`src/rtl/risc_alu.sv`:
```
// rtl/risc_alu.sv - 16-bit execute-stage ALU with registered Z/V/N condition flags
//
// Purpose: combinational result for a 4-bit opcode over two 16-bit operands
//          (saturating add/sub, xor, nibble reduction, shifts/rotate,
//          nibble-parallel saturating add, address generation, byte loads),
//          plus the 3-bit condition-flag register updated on rising clk.
// Optional: define ALU_FLAG_WE_EN to add the flag_we write-enable input.
// Ports:
//   clk     in   1  rising-edge clock for the flag register
//   rst     in   1  asynchronous active-high reset, clears flags
//   a       in  16  operand 1 (rs)
//   b       in  16  operand 2 (rt, immediate or shift amount)
//   op      in   4  operation select
//   flag_we in   1  flag write enable (only with ALU_FLAG_WE_EN)
//   result  out 16  combinational result
//   flags   out  3  registered flags: [2]=Z, [1]=V, [0]=N
module risc_alu (
  input  logic        clk,
  input  logic        rst,
  input  logic [15:0] a,
  input  logic [15:0] b,
  input  logic [3:0]  op,
`ifdef ALU_FLAG_WE_EN
  input  logic        flag_we,
`endif
  output logic [15:0] result,
  output logic [2:0]  flags
);

  localparam logic [3:0] OP_ADD    = 4'b0000;
  localparam logic [3:0] OP_SUB    = 4'b0001;
  localparam logic [3:0] OP_XOR    = 4'b0010;
  localparam logic [3:0] OP_RED    = 4'b0011;
  localparam logic [3:0] OP_SLL    = 4'b0100;
  localparam logic [3:0] OP_SRA    = 4'b0101;
  localparam logic [3:0] OP_ROR    = 4'b0110;
  localparam logic [3:0] OP_PADDSB = 4'b0111;
  localparam logic [3:0] OP_LW     = 4'b1000;
  localparam logic [3:0] OP_SW     = 4'b1001;
  localparam logic [3:0] OP_LLB    = 4'b1010;
  localparam logic [3:0] OP_LHB    = 4'b1011;

  logic        we;
  logic [3:0]  sh;
  logic [16:0] add_x;
  logic [16:0] sub_x;
  logic        add_ovf;
  logic        sub_ovf;
  logic [15:0] add_sat;
  logic [15:0] sub_sat;
  logic [15:0] ror_res;
  logic [6:0]  red_acc;
  logic [15:0] padd_res;
  logic        ovf;

`ifdef ALU_FLAG_WE_EN
  assign we = flag_we;
`else
  assign we = 1'b1;
`endif

  // Shift/rotate only look at the low four bits of b.
  assign sh = b[3:0];

  // 17-bit sign-extended sums: top two bits disagree exactly on signed overflow,
  // and the top bit then gives the direction of saturation.
  assign add_x   = {a[15], a} + {b[15], b};
  assign sub_x   = {a[15], a} - {b[15], b};
  assign add_ovf = add_x[16] ^ add_x[15];
  assign sub_ovf = sub_x[16] ^ sub_x[15];
  assign add_sat = add_ovf ? (add_x[16] ? 16'h8000 : 16'h7FFF) : add_x[15:0];
  assign sub_sat = sub_ovf ? (sub_x[16] ? 16'h8000 : 16'h7FFF) : sub_x[15:0];

  // Left shift by 16 in a 16-bit context yields zero, so amount 0 returns a.
  assign ror_res = (a >> sh) | (a << (5'd16 - {1'b0, sh}));

  // Eight signed nibbles sum into -64..+56, which fits a 7-bit signed accumulator.
  always_comb begin
    red_acc = 7'd0;
    for (int i = 0; i < 4; i++) begin
      red_acc = red_acc + {{3{a[4*i+3]}}, a[4*i +: 4]}
                        + {{3{b[4*i+3]}}, b[4*i +: 4]};
    end
  end

  // Four isolated 4-bit saturating lanes; each lane uses its own 5-bit sum.
  always_comb begin
    logic [4:0] ls;
    padd_res = 16'h0000;
    ls       = 5'd0;
    for (int i = 0; i < 4; i++) begin
      ls = {a[4*i+3], a[4*i +: 4]} + {b[4*i+3], b[4*i +: 4]};
      if (ls[4] != ls[3]) begin
        padd_res[4*i +: 4] = ls[4] ? 4'h8 : 4'h7;
      end else begin
        padd_res[4*i +: 4] = ls[3:0];
      end
    end
  end

  always_comb begin
    result = 16'h0000;
    ovf    = 1'b0;
    case (op)
      OP_ADD:    begin result = add_sat; ovf = add_ovf; end
      OP_SUB:    begin result = sub_sat; ovf = sub_ovf; end
      OP_XOR:    result = a ^ b;
      OP_RED:    result = {{9{red_acc[6]}}, red_acc};
      OP_SLL:    result = a << sh;
      OP_SRA:    result = $signed(a) >>> sh;
      OP_ROR:    result = ror_res;
      OP_PADDSB: result = padd_res;
      OP_LW,
      OP_SW:     result = (a & 16'hFFFE) + b;
      OP_LLB:    result = {a[15:8], b[7:0]};
      OP_LHB:    result = {b[7:0], a[7:0]};
      default:   result = 16'h0000;
    endcase
  end

  always_ff @(posedge clk or posedge rst) begin
    if (rst) begin
      flags <= 3'b000;
    end else if (we) begin
      case (op)
        OP_ADD, OP_SUB: flags <= {(result == 16'h0000), ovf, result[15]};
        OP_XOR, OP_SLL, OP_SRA, OP_ROR: flags[2] <= (result == 16'h0000);
        default: flags <= flags;
      endcase
    end
  end

endmodule

```
`config.mk`:
```
export PLATFORM = sky130hd
export DESIGN_NAME = risc_alu
export DESIGN_NICKNAME = d
export VERILOG_FILES = /design/src/rtl/risc_alu.sv
export SDC_FILE = /design/constraint.sdc
export NUM_CORES = 1
export LEC_CHECK = 0
export CORE_MARGIN = 2
export CORE_UTILIZATION = 30
export DETAILED_ROUTE_END_ITERATION = 8
export PLACE_DENSITY = 0.47
export RECOVER_POWER = 50
export SLEW_MARGIN = 20
export SYNTH_ARGS = -nofsm -noshare
export SYNTH_HDL_FRONTEND = slang
export SYNTH_SLANG_ARGS = --single-unit
```
`constraint.sdc`:
```
create_clock -name clk -period 10.3 [get_ports clk]
set_input_delay 2.06 -clock clk [delete_from_list [all_inputs] [get_ports clk]]
set_output_delay 2.06 -clock clk [all_outputs]
set_load 0.01 [all_outputs]
```
# Word level (Yosys, flattened, before mapping)
# Index checks and enable logic that the tools add are counted.
classes:
  n_reduce_logical: 5
  shift: 4
  n_eq_ne: 15
  add_sub_neg: 15
  bitwise: 4
  muxes: 14
op_table:
  columns: ["op", "n"]
  rows:
  - ["one-hot mux 16 bit (11 select lines)", 1]
  - ["two-way mux 16 bit", 4]
  - ["two-way mux 4 bit", 8]
  - ["adder 7 bit", 4]
  - ["adder 4 x 4 -> 5 bit", 5]
  - ["adder 16 x 16 -> 17 bit", 1]
  - ["subtractor 16 x 16 -> 17 bit", 1]
  - ["adder 16 bit", 1]
  - ["== test 4 x 3 -> 1 bit (second input constant)", 4]
  - ["== test 4 bit (second input constant)", 4]
  - ["logical NOT 16 bit", 1]
  - ["OR 16 bit", 1]
  - ["<< shifter 16 x 4 -> 16 bit", 1]
  - ["<< shifter 16 x 5 -> 16 bit", 1]
  - ["right shift 16 x 4 -> 16 bit", 1]
  - [">>> shifter 16 x 4 -> 16 bit", 1]
  - ["XOR 16 bit", 1]
  - ["== test 4 x 2 -> 1 bit (second input constant)", 2]
  - ["adder 6 x 4 -> 7 bit", 1]
  - ["adder 5 x 4 -> 6 bit", 1]
  - ["OR reduction 6 bit", 1]
  - ["subtractor 5 x 4 -> 5 bit (first input constant)", 1]
  - ["== test 4 x 1 -> 1 bit (second input constant)", 1]
  - ["logical NOT 4 bit", 1]
  - ["4 further kinds", 9]
totals:
  reg_bits: 3
  wordCells: 59
  in_bits: 38

# Longest topological paths before layout
# Gate-level depths: netlist of run 1.
depth:
  word_depth: 9
  ltp_mapped: 22

# Worst setup path before layout of run 1
# Ideal clock, no wire load.
synth_path:
  kind: "input to output"
  from: "in b[2]"
  to: "out result[14]"
  arrival_ns: 6.779
  stages: 18
  path_slack_ns: 1.461
  t_required_ns: 8.240
  path_cell_list: "buf_2 > clkinv_1 > clkbuf_1 > fa_1 > inv_1 > fa_1 > fa_1 > fa_1 > ha_1 > fa_1 > a21o_1 > a21oi_1 > xnor2_1 > nand2_1 > o31ai_1 > or4_1 > a21oi_1 > nand3_1"
synth_between:
  elab_chain_len: 8
  elab_cells_between_ends: 23
  classes_between: "add/sub: 11; shift: 4; mux: 5; bitwise: 3"
synth_rtl:
  columns: ["element", "line_no", "rtl"]
  rows:
  - ["start: declaration", "21", "input logic [15:0] b,"]
  - ["adder 4 x 4 -> 5 bit", "82", "+ {{3{b[4*i+3]}}, b[4*i +: 4]};"]
  - ["adder 5 x 4 -> 6 bit", "81", "red_acc = red_acc + {{3{a[4*i+3]}}, a[4*i +: 4]}"]
  - ["adder 6 x 4 -> 7 bit", "82", null]
  - ["adder 7 bit", "81", null]
  - ["adder 7 bit", "82", null]
  - ["adder 7 bit", "81", null]
  - ["adder 7 bit", "82", null]
  - ["one-hot mux 16 bit (11 select lines) (*)", "104", "case (op)"]
  - ["end: declaration", "26", "output logic [15:0] result,"]
# Mark *: on every way between the ends. The rest lies on a longest branch, timed or not.

# Final worst setup path of run 1
layout_path:
  from: "in b[5]"
  to: "out result[14]"
layout_between:
  elab_chain_len: 6
  elab_cells_between_ends: 15
  classes_between: "add/sub: 8; mux: 5; bitwise: 2"
layout_rtl:
  columns: ["element", "line_no"]
  rows:
  - ["adder 6 x 4 -> 7 bit", "82"]
  - ["adder 7 bit", "81"]
  - ["adder 7 bit", "82"]
  - ["adder 7 bit", "81"]
  - ["adder 7 bit", "82"]
  - ["one-hot mux 16 bit (11 select lines) (*)", "104"]
# Marked as above.

==> run metrics, run 1 <==
outcome=completed; Leakage=3.22 nW; Critical-path top delay cell=dlygate4sd3_1; Worst Hold End=flags[1]; biggest regs=flags (3); Routed wire per std cell=25.6 um; GR Overflow Total=0; total wire length=33500 um; Top reg by flops=flags; number of nets in the layout=1099; post-CTS sizing=0; drt initial violations=1111; flop2flop setup slack=9.68 ns; Port Buffer Count=56; count of different cell masters after synthesis=79; crit-path cells=dlygate4sd3_1 > inv_1 > fa_1 > fa_1 > inv_1 > fa_1 > fa_1 > ha_1 > fa_1 > a21o_1 > a21oi_1 > xnor2_1 > nand2_1 > o31ai_1 > or4_1 > a21oi_1 > nand3_1 > clkdlybuf4s50_1; FF-to-FF path depth=1; Worst setup EP type=output pin; fin crit share=93.6%; FF-to-FF Start=flags[0]; most used cell, CP=fa_1; worst-skew pair later-pin latency=0.23 ns; antenna violations before repair=0; cells after synthesis=966; Pwr Density=107 nW/um2; Reg clk slew, reported paths=0.03 ns; post-CTS setup buffer count=0; Detail Placement HPWL=26000 um; Area Overhead vs Synth=13.8%; CP peak stage delay=0.71 ns; Hold Fails Final Rpt=0; Die X-Extent=157 um; die footprint=24700 um2; reg2reg end=flags[0]; EDFF count, synth=0; Remaining DRCs=0; slew margin rel.=32.9%; max reg flops=3; GPL Wtd Cong=0.995; #FFs+latches synth=3; hold depth=2; CTS Hold Buffers Added=0; layout cells sized above 1=10.2%; leading area contributor after synthesis=mux4_2; multi-input logic area=6320 um2; clk root buf=clkbuf_16; Post-Syn Nets=1078; DRT Pass-1 Iters=6; Non-Filler Instances=1305; mean post-synth cell area=7.28 um2; cts bufs inserted=3; Vias/cell=6.18; CTS tree=built; Final setup viols=0; row cnt=56; maximum clock frequency=0.104 GHz; CTS Buffer Depth=2; Hold Crit Class=flop to flop; synth cell count leaders=83 x a21oi_1, 81 x nand2_1, 80 x inv_1; fin crit period=9.64 ns; warnings from Yosys=0; die outline height=157 um; CP required=8.24 ns; # IOs=57; Initial Util=30.2%; core box area=23300 um2; critical path launch point type=input port; Antenna Nets Post-Route=0; mapped cell area=7030 um2; critical path class=input port to output pin; max-slew violations=0; Tot GR Track Use=26.9%; H-tree depth=1; ys async rst share=100%; sequential element share of the synthesized area=1.07%; Placed Cells=1301; number of global-route vias before repair=7543; clock skew=0 ns; Synth Flop Type=dfrtp_1; Filler cells=2542; register area=75.1 um2; unrepaired setup endpoints after global routing=false; max-capacitance violation count=0; Critical Path Fanout Max=5; crit path DAT=7.58 ns; most common cell in the netlist=a21oi_1; Synth top area share=9.61%; first-pass GRT wire length=49900 um; Peak VDD IR=0.0000917 V; Num Clock Sinks=3; top post-synthesis cells by area=mux4_2 9.6%, fa_1 9.4%, ha_1 7.3%; largest net degree at the start of global routing=57; min-delay src=flags[1]; Ant. Diodes=0; Sum Neg Setup Slack=0 ns; vias post-DR=8071; Worst Max-Slew Pin Slew=1.00 ns
cell type report:
cell class              instances  area share (%)
flip-flops and latches          3           0.938
clock buffers                   4           0.985
repair buffers                 91            10.1
well taps                     319            4.99
multi-input cells             801            78.9
inverters                      87            4.08
per-layer routing:
layer / wire (um) / global-route usage (%) / share of wire (%) / up-vias
li1: - / - / - / 3611
met1: 14700 / 39.1 / 44 / 3913
met2: 14500 / 41.1 / 43 / 484
met3: 3160 / 3.72 / 9.4 / 63
met4: 1140 / 8.18 / 3.4 / 0
met5: 0 / 0 / 0 / -
cell families (layout without fill, tap and decap cells):
family | count (synthesis) | after routing | share of synthesized area, %
compound gates | 306 | 306 | 29.5
simple gates | 295 | 295 | 21.0
buf+inv | 162 | 182 | 9.20
fa+ha+maj | 75 | 75 | 16.8
mux | 75 | 75 | 16.2
xor+xnor | 50 | 50 | 6.23
flops | 3 | 3 | 1.07
where the power goes:
group / internal (W) / leakage (nW) / switching [W]
clock network: 0.0000512 / 0.0382 / 0.0000118
registers: 0.0000137 / 0.0393 / 0.000000762
logic: 0.000317 / 3.14 / 0.000459
worst max-delay path by stage:
stage          startpoint         end  cells past startpoint
5_1_grt              b[3]  result[14]                     19
6_report             b[5]  result[14]                     18
4_1_cts              a[2]  result[14]                     18
3_5_place_dp         a[2]  result[14]                     18
2_1_floorplan        b[2]  result[14]                     18
3_3_place_gp         a[2]  result[14]                     18
through the flow:
stage	utilization, %	setup slack [ns]	power, W	hold WS, ns	area [um2]
after global routing	34.4	0.395	0.000923	0.489	8010
after CTS	34.4	0.669	0.000849	0.475	8010
final	34.4	0.659	0.000854	0.465	8010
after floorplan	-	1.46	0.000519	0.516	7030
after global placement	34.1	0.691	0.000785	0.462	7930
after detailed placement	34.1	0.663	0.000783	0.468	7930
critical path: cells and delay by family:
| family | cells | cell delay [ns] |
|---|---|---|
| compound gates | 4 | 0.69 |
| xor+xnor | 1 | 0.11 |
| fa+ha+maj | 6 | 2.48 |
| buf+inv | 4 | 1.39 |
| simple gates | 3 | 0.87 |
placed cells by master (no fill, tap or decap), types with 11 or more instances in the layout:
master,count
a21oi_1,83
a211oi_1,18
a31oi_1,16
fa_1,33
inv_1,80
o211ai_1,11
o21ai_0,54
mux2i_1,33
ha_1,41
xnor2_1,41
nand3_1,13
nand4_1,11
o22ai_1,13
mux2_2,12
nor2_1,73
clkdlybuf4s50_1,45
nand2b_1,14
mux4_2,30
nand2_1,81
nor3_1,26
nor4_1,13
buf_4,35
nor2b_1,11
a21o_1,13
(Power assumes the default switching activity.)
==> run 2: changes to the inputs <==
Clock period 10.3 ns to 12.5 ns, I/O delays scaled along.
==> run metrics, run 2 (synthesis gave the netlist of run 1 again) <==
Vias/cell=6.31; Worst Max-Slew Pin Slew=1.88 ns; row cnt=56; max-capacitance violation count=1; Peak VDD IR=0.0000619 V; Pwr Density=88.8 nW/um2; commonest non-fill, non-tap cells in the layout=83 x a21oi_1, 81 x nand2_1, 80 x inv_1, 73 x nor2_1, 54 x o21ai_0; fin crit share=93.3%; Top reg by flops=flags; Critical Path Start=b[3]; Critical-path top delay cell=clkbuf_1; sequential share of power=1.7%; sw frac=55.8%; largest net degree at the start of global routing=58; Die X-Extent=157 um; Initial Util=30.2%; post-CTS sizing=0; number of nets in the layout=1092; commonest non-fill, non-tap cell in the layout=a21oi_1; crit path DAT=9.17 ns; CTS Hold Buffers Added=0; Critical Path End=result[0]; number of global-route vias before repair=7721; Critical Path Fanout Max=35; Clock Power Share=7.2%; fin util=34.2%; clk root buf=clkbuf_16; post-CTS setup buffer count=0; Detail Placement HPWL=26500 um; fin crit period=11.67 ns; first-pass GRT wire length=51000 um; flop2flop setup slack=11.86 ns; vias post-DR=8190; Hold Fails Final Rpt=0; min-delay src=flags[0]; reg2reg end=flags[2]; unrepaired setup endpoints after global routing=false; failing checks=capacitance limit, slew limit; combinational fraction of design power=91.2%; Leakage=3.19 nW; slew margin rel.=-25.2%; Reg clk slew, reported paths=0.03 ns; Min Hold Slack=0.461 ns; Worst setup EP type=output pin; Power, Total=0.000708 W; CTS Buffer Depth=2; cts bufs inserted=3; DRT Pass-1 Iters=6; drt initial violations=1083; critical path class=input port to output pin; layout cells sized above 1=9.60%; GR Overflow Total=0; biggest regs=flags (3); Sum Neg Setup Slack=0 ns; Ant. Diodes=0; Area Overhead vs Synth=13.3%; GPL Wtd Cong=1.02; Tot GR Track Use=27.5%; core box area=23300 um2; FF-to-FF path depth=2; worst-skew pair later-pin latency=0.22 ns; Antenna Nets Post-Route=0; FF-to-FF Start=flags[2]; CP peak stage delay=1.38 ns; total wire length=34200 um; CP required=10.00 ns; P_sw=0.000395 W; CTS tree=built; outcome=finished with violations; critical path launch point type=input port; max-slew violations=36; Port Buffer Count=56; Hold Crit Class=flop to flop; Routed wire per std cell=26.3 um; die outline height=157 um; die footprint=24700 um2; Remaining DRCs=0; H-tree depth=1; Num Clock Sinks=3; crit-path cells=dlygate4sd3_1 > clkbuf_1 > clkinv_1 > clkbuf_1 > ha_1 > nor4_1 > a21bo_2 > a31oi_1 > nor4_1 > a2111oi_2 > buf_4 > nand2_1 > a2bb2oi_1 > or4_1 > clkdlybuf4s50_1; P_int=0.000313 W; # IOs=57; antenna violations before repair=0; Final setup viols=0; clock skew=0 ns; max reg flops=3; maximum clock frequency=0.0857 GHz
## run 2: changes by cell type in the layout (fill, tap and decap cells not counted), sizes merged
| cell | previous run | this run |
|---|---|---|
| clkbuf | 4 | 6 |
| clkdlybuf4s50 | 45 | 47 |
| dlygate4sd3 | 8 | 6 |
| buf | 38 | 29 |
## run 2: area by class of cell
type,count,area (um2)
Sequential cell,3,75.1
Timing Repair Buffer,84,748
Inverter,87,327
Fill cell,2587,15300
Multi-Input combinational cell,801,6340
Clock buffer,4,78.8
Tap cell,319,399
## run 2: how the worst min path moves through the flow
stage               end  slack (ns)  depth (start not counted)
3_3_place_gp   flags[0]        0.46                          1
3_5_place_dp   flags[0]        0.47                          1
6_report       flags[0]        0.46                          1
2_1_floorplan  flags[1]        0.52                          2
5_1_grt        flags[0]        0.51                          1
4_1_cts        flags[0]        0.47                          1
## run 2: metrics by stage
stage               cell area (um2)  instances  setup slack (ns)
floorplan                      7030        966              2.78
global placement               7900       1294              1.65
detailed placement             7900       1294              1.55
CTS                            7970       1298              1.55
global route                   7970       1298             0.676
finish                         7970       1298             0.834
## run 2: power groups by stage
stage	Combinational, W	Sequential (W)	Clock, W
after floorplan	0.000415	0.0000128	0
after global placement	0.000645	0.0000121	0
after detailed placement	0.000641	0.0000121	0
after CTS	0.000644	0.0000120	0.0000512
after global routing	0.000702	0.0000122	0.0000519
final	0.000645	0.0000119	0.0000507
## run 2: critical path, delay by kind of cell
family | cells | cell delay, ns
compound gates | 4 | 1.47
fa+ha+maj | 1 | 0.62
buf+inv | 6 | 3.75
simple gates | 4 | 0.80
## run 2: metal layers
layer / wire (um) / GRT usage [%] / part of all wire, % / vias to the layer above
li1: - / - / - / 3604
met2: 15200 / 43.9 / 44 / 522
met3: 3200 / 2.26 / 9.4 / 86
met4: 1430 / 8.92 / 4.2 / 0
met5: 0 / 0 / 0 / -
met1: 14400 / 39.1 / 42 / 3978
